--- src/rtl/btn_pkg.sv ---
// rtl/btn_pkg.sv - shared types and width helper for the button debounce bank
package btn_pkg;

  typedef struct packed {
    logic press;
    logic rel;
    logic lng;
  } btn_evt_t;

  // Counter width able to hold 0..max_val, never narrower than one bit
  function automatic int cnt_width(input int max_val);
    return (max_val < 1) ? 1 : $clog2(max_val + 1);
  endfunction

endpackage

--- src/rtl/btn_debounce_ch.sv ---
// rtl/btn_debounce_ch.sv - one channel: synchroniser, debounce counter, hold counter, pulses
module btn_debounce_ch
  import btn_pkg::*;
#(
  parameter int   DEBOUNCE_CYC = 250000,
  parameter int   LONG_CYC     = 0,
  parameter logic INV          = 1'b0
) (
  input  logic     i_clk,
  input  logic     i_rst_n,
  input  logic     raw,
  output logic     state,
  output btn_evt_t evt
);

  localparam int            CW      = cnt_width(DEBOUNCE_CYC);
  localparam logic [CW-1:0] DB_LAST = CW'(DEBOUNCE_CYC - 1);

  logic          sync_a;
  logic          sync_b;
  logic          s;
  logic [CW-1:0] cnt;
  logic          press;
  logic          rel;
  logic          lng;

  // Sync FFs idle at the inactive pad level so reset never looks like a press
  always_ff @(posedge i_clk or negedge i_rst_n) begin
    if (!i_rst_n) begin
      sync_a <= INV;
      sync_b <= INV;
    end else begin
      sync_a <= raw;
      sync_b <= sync_a;
    end
  end

  assign s = sync_b ^ INV;

  always_ff @(posedge i_clk or negedge i_rst_n) begin
    if (!i_rst_n) begin
      cnt   <= '0;
      state <= 1'b0;
      press <= 1'b0;
      rel   <= 1'b0;
    end else begin
      press <= 1'b0;
      rel   <= 1'b0;
      if (s == state) begin
        cnt <= '0;
      end else if (cnt == DB_LAST) begin
        state <= s;
        cnt   <= '0;
        press <= s;
        rel   <= ~s;
      end else begin
        cnt <= cnt + CW'(1);
      end
    end
  end

  if (LONG_CYC > 0) begin : g_hold
    localparam int            HW        = cnt_width(LONG_CYC);
    localparam logic [HW-1:0] HOLD_MAX  = HW'(LONG_CYC);
    localparam logic [HW-1:0] HOLD_LAST = HW'(LONG_CYC - 1);

    logic [HW-1:0] hold;

    // Saturating at HOLD_MAX is what keeps the long pulse to a single cycle
    always_ff @(posedge i_clk or negedge i_rst_n) begin
      if (!i_rst_n) begin
        hold <= '0;
        lng  <= 1'b0;
      end else if (!state) begin
        hold <= '0;
        lng  <= 1'b0;
      end else begin
        lng <= (hold == HOLD_LAST);
        if (hold != HOLD_MAX) begin
          hold <= hold + HW'(1);
        end
      end
    end
  end else begin : g_no_hold
    assign lng = 1'b0;
  end

  assign evt = {press, rel, lng};

endmodule

--- src/rtl/btn_debounce_bank.sv ---
// rtl/btn_debounce_bank.sv - bank of debounced button channels with sticky W1C events and irq
module btn_debounce_bank
  import btn_pkg::*;
#(
  parameter int                 NUM_BTN      = 6,
  parameter int                 DEBOUNCE_CYC = 250000,
  parameter int                 LONG_CYC     = 0,
  parameter logic [NUM_BTN-1:0] BTN_INV      = NUM_BTN'(1)
) (
  input  logic               i_clk,
  input  logic               i_rst_n,
  input  logic [NUM_BTN-1:0] btn_raw,
  output logic [NUM_BTN-1:0] btn_state,
  output logic [NUM_BTN-1:0] press_pulse,
  output logic [NUM_BTN-1:0] rel_pulse,
  output logic [NUM_BTN-1:0] long_pulse,
  output logic [NUM_BTN-1:0] evt_press,
  output logic [NUM_BTN-1:0] evt_long,
  input  logic [NUM_BTN-1:0] evt_clr,
  input  logic [NUM_BTN-1:0] irq_en,
  output logic               irq
);

  logic [NUM_BTN-1:0] press_nxt;
  logic [NUM_BTN-1:0] long_nxt;

  for (genvar gi = 0; gi < NUM_BTN; gi++) begin : g_ch
    btn_evt_t ch_evt;

    btn_debounce_ch #(
      .DEBOUNCE_CYC (DEBOUNCE_CYC),
      .LONG_CYC     (LONG_CYC),
      .INV          (BTN_INV[gi])
    ) u_ch (
      .i_clk   (i_clk),
      .i_rst_n (i_rst_n),
      .raw     (btn_raw[gi]),
      .state   (btn_state[gi]),
      .evt     (ch_evt)
    );

    assign press_pulse[gi] = ch_evt.press;
    assign rel_pulse[gi]   = ch_evt.rel;
    assign long_pulse[gi]  = ch_evt.lng;
  end

  // Set is ORed in after the clear so a coincident clear never loses an event
  always_comb begin
    press_nxt = (evt_press & ~evt_clr) | press_pulse;
    long_nxt  = (evt_long  & ~evt_clr) | long_pulse;
  end

  always_ff @(posedge i_clk or negedge i_rst_n) begin
    if (!i_rst_n) begin
      evt_press <= '0;
      evt_long  <= '0;
      irq       <= 1'b0;
    end else begin
      evt_press <= press_nxt;
      evt_long  <= long_nxt;
      irq       <= |((press_nxt | long_nxt) & irq_en);
    end
  end

endmodule
--- config.mk ---
export PLATFORM = sky130hd
export DESIGN_NAME = btn_debounce_bank
export DESIGN_NICKNAME = d
export VERILOG_FILES = /design/src/rtl/btn_pkg.sv /design/src/rtl/btn_debounce_ch.sv /design/src/rtl/btn_debounce_bank.sv
export SDC_FILE = /design/constraint.sdc
export NUM_CORES = 1
export LEC_CHECK = 0
export CORE_ASPECT_RATIO = 1.5
export CORE_MARGIN = 5
export CORE_UTILIZATION = 57
export DETAILED_ROUTE_END_ITERATION = 12
export DONT_BUFFER_PORTS = 1
export MAX_ROUTING_LAYER = met4
export PLACE_DENSITY = 0.78
export SLEW_MARGIN = 20
export SYNTH_ARGS = -nofsm -noshare
export SYNTH_HDL_FRONTEND = slang
export SYNTH_HIERARCHICAL = 1
export SYNTH_SLANG_ARGS = --single-unit
--- constraint.sdc ---
create_clock -name i_clk -period 1.9 [get_ports i_clk]
set_clock_uncertainty 0.2 [all_clocks]
set_input_delay 0.19 -clock i_clk [delete_from_list [all_inputs] [get_ports i_clk]]
set_output_delay 0.19 -clock i_clk [all_outputs]
set_load 0.01 [all_outputs]
==> summary.txt <==
Status
  – Status: finished, violations left
  – Violations in the final reports: hold timing, setup timing

Critical path
  – Worst setup path startpoint: g_ch[2].u_ch/cnt[9]
  – Worst path required time: 2.03 ns
  – Critical-path top delay cell: sky130_fd_sc_hd__or4_1
  – Cell occurring most often along the worst timing path: sky130_fd_sc_hd__or4_1
  – Maximum net fanout on the critical path: 3
  – Kind of start point of the critical path: flip-flop
  – Crit end category: flip-flop
  – Sequence of cells on the critical path: buf_6, nand3_1, or4_1, or4_1, a21oi_2
  – Critical setup path kind: reg2reg
  – Largest stage delay on the critical path: 0.56 ns
  – Launch point of the worst reg-to-reg path: g_ch[2].u_ch/cnt[9]
  – Arrival time of the worst setup path: 2.24 ns

Timing
  – Least setup slack across all paths after layout: -0.210 ns
  – Min cycle time layout: 2.11 ns
  – Final worst path period share: 111%
  – Number of endpoints failing setup at the final stage: 103
  – Max-slew violation count: 0
  – Highest attainable clock frequency: 474 MHz
  – Setup_tns: -12.87 ns
  – Final Hold Violating Endpoints: 151
  – Worst hold slack: -0.742 ns
  – Tightest slew margin relative to the limit: 64.9%
  – Setup repair after global routing missed its margin: yes
  – Transition time at the pin with the least slew margin: 0.521 ns

Finish
  – Fin nets: 898
  – Most used cells in the layout excluding fill and tap cells: sky130_fd_sc_hd__buf_4 (155), sky130_fd_sc_hd__dfrtp_1 (144), sky130_fd_sc_hd__nor2_1 (55)
  – Synthesis-to-finish area growth: 39.8%
  – Fraction of final layout cells sized beyond drive strength 1: 41.4%
  – Most common cell after layout, fill and taps aside: sky130_fd_sc_hd__buf_4
  – Diode insertion count for antenna repair: 0
  – Post-route cell area: 9970 µm²

GRT
  – Global route hottest layer: met2
  – Met1 Resource Use GR: 27.1%
  – Grt met2 use: 47.6%
  – First-pass GRT wire length: 30800 µm
  – Initial antenna violation count: 0
  – Grt ovf: 0
  – Tot GR Track Use: 26.8%
  – Maximum number of pins on one net before global-route repair: 152
  – Via count of the first global-routing pass: 6602
  – GR met3 Demand/Resource: 5.56%

Floorplanning
  – I/O pin count: 57
  – Number of placement rows: 50
  – Die height: 147 µm
  – Area of the core: 12400 µm²
  – Die Span X: 101 µm
  – Die Outline Area: 14900 µm²
  – Initial Util: 57.6%

Min path
  – Tightest Hold Check Type: in2async

Power
  – Switch share: 21.7%
  – Power share of the combinational group: 5.2%
  – Clock network fraction of design power: 45.9%
  – Net Switching: 1.48 mW
  – PD cells: 686 nW/µm²
  – Sequential share of power: 48.9%
  – Leakage: 4.22 nW
  – Worst-case vdd ir drop: 0.712 mV
  – Design internal power: 5.36 mW

Yosys
  – Post-synthesis cell area: 7130 µm²
  – Yosys reg bits: 151
  – Most common flop cell mapped by yosys: sky130_fd_sc_hd__dfrtp_1
  – Async SR Flop Fraction: 100%
  – Number of distinct library cells after synthesis: 40
  – Gate count after technology mapping: 687
  – Ys Warns: 6
  – Synthesized area divided by synthesized cell count: 10.4 µm²
  – Net count after synthesis: 713
  – Number of enable flip-flop cells after synthesis: 0
  – Sequential-to-total area share from yosys stat: 53.0%

Flow run
  – Max-cap viol count: 0

Placement
  – Post-Place Cell Area: 8440 µm²
  – Total of buffers placed on input and output ports: 0
  – Routability Congestion: 0.870
  – Final HPWL from detailed placement: 11900 µm

CTS
  – TritonCTS clock tree: yes
  – CTS Buf Count: 17
  – Clock Tree Root: sky130_fd_sc_hd__clkbuf_16
  – Level count of the clock H-tree: 4
  – Worst skew pair latency: 0.42 ns
  – Sinks on Clock Net: 151
  – CTS max path bufs: 2
  – Clock-pin slew of the registers on the worst-case setup and hold paths: 0.06 ns
  – Hold-fix buffers, CTS: 18

Detailed routing
  – Vias: 6278
  – Final wirelength: 20400 µm
  – Iteration count of the initial detailed-routing pass: 5
  – Count of routing violations after the opening detailed-route iteration: 406
  – Final routed DRC violation total: 0
  – Antenna Nets Post-Route: 0
  – Post-detailed-route via-to-cell ratio: 6.03
  – Per-cell routed wire length: 19.6 µm
power by group through the flow:
stage	logic, mW	registers, mW	clock network (mW)
after detailed placement	0.251	3.39	0
after global placement	0.233	3.39	0
final	0.354	3.35	3.14
after CTS	0.317	3.34	3.14
after floorplan	0.145	3.39	0
after global routing	0.377	3.35	3.32
cells by family (layout without fill, tap and decap cells):
family | after synthesis | in the layout | synth area share [%]
flip-flops | 151 | 151 | 53.0
other | 6 | 6 | 0.316
XOR/XNOR | 81 | 81 | 9.95
buffers and inverters | 43 | 241 | 3.40
multiplexers | 5 | 5 | 0.790
adder cells (fa/ha/maj) | 6 | 6 | 1.05
AO/OA/AOI/OAI | 70 | 70 | 6.56
AND/OR/NAND/NOR | 325 | 325 | 24.9
synthesized netlist by cell type (7+ instances only):
master | instances | share of area [%]
sky130_fd_sc_hd__dfrtp_1 | 149 | 52
sky130_fd_sc_hd__nor2_1 | 104 | 5.5
sky130_fd_sc_hd__xnor2_1 | 44 | 5.4
sky130_fd_sc_hd__xor2_1 | 37 | 4.5
sky130_fd_sc_hd__nand4_1 | 36 | 3.2
sky130_fd_sc_hd__nand3_1 | 34 | 2.4
sky130_fd_sc_hd__nand2_1 | 30 | 1.6
sky130_fd_sc_hd__or4_1 | 26 | 2.7
sky130_fd_sc_hd__a21oi_1 | 20 | 1.4
sky130_fd_sc_hd__o21ai_0 | 20 | 1.4
sky130_fd_sc_hd__nor4_1 | 19 | 1.7
sky130_fd_sc_hd__buf_4 | 18 | 1.9
sky130_fd_sc_hd__nor3_1 | 15 | 1.1
sky130_fd_sc_hd__inv_1 | 14 | 0.74
sky130_fd_sc_hd__or3_1 | 13 | 1.1
sky130_fd_sc_hd__a21o_1 | 11 | 1.2
sky130_fd_sc_hd__buf_2 | 10 | 0.70
sky130_fd_sc_hd__nor3b_1 | 10 | 1.1
sky130_fd_sc_hd__o31ai_1 | 7 | 0.74
layout make-up:
cell class / instances / area [µm²]
fillers: 644 / 2420
clock inverters: 5 / 50.0
multi-input cells: 493 / 3800
well taps: 156 / 195
flip-flops and latches: 151 / 3790
clock buffers: 27 / 493
inverters: 14 / 52.6
repair buffers: 195 / 1590
flip-flops by register name, indices dropped and copies added, names as in the netlist:
signal	count
g_ch.u_ch/rel	6
evt_long	6
g_ch.u_ch/sync_a	6
g_ch.u_ch/s	5
evt_press	6
g_ch.u_ch/press	6
g_ch.u_ch/state	6
g_ch.u_ch/cnt	108
irq	1
g_ch.u_ch/sync_b	1
routing by layer:
layer  share of wire (%)  up-vias
li1                    -     2814
met2                  56      248
met1                  35     3140
met3                 5.0       76
met5                   0        -
met4                 3.9        0
repair_timing:
item,in CTS,in global routing
setup buffers,13,16
cloned,2,1
pin swaps,31,19
endpoints found under the setup margin,106,124
endpoints found under the hold margin,170,151
resized for setup,86,70
path summary, 6_finish.rpt:
check / to / cells past startpoint / slack (ns)
worst min register to register: g_ch[5].u_ch/s / 0 / 0.15
worst min-delay path: g_ch[4].u_ch/cnt[12] / 0 / -0.74
min in group i_clk: irq / 4 / 0.06
worst max register to register: g_ch[2].u_ch/cnt[16] / 5 / -0.21
worst max-delay path: g_ch[2].u_ch/cnt[16] / 5 / -0.21
max in group asynchronous: g_ch[0].u_ch/sync_b / 0 / 1.97
worst max-delay path, delay by kind of cell, from the launching register on:
kind	cells	cell delay, ns
buffers and inverters	1	0.13
AOI/OAI and AO/OA	1	0.17
DFF	1	0.41
and+or+nand+nor	3	1.13
through the flow:
step	std cells	setup WS, ns	utilization [%]	hold WS [ns]	total power, mW
floorplan	687	-0.108	-	-0.306	3.53
global placement	959	-0.198	68.1	-0.301	3.62
detailed placement	959	-0.209	68.1	-0.302	3.64
CTS	1024	-0.147	77.3	-0.747	6.80
global route	1041	-0.289	80.5	-0.758	7.05
finish	1041	-0.210	80.5	-0.742	6.84
Power figures use the tool's default switching activity.
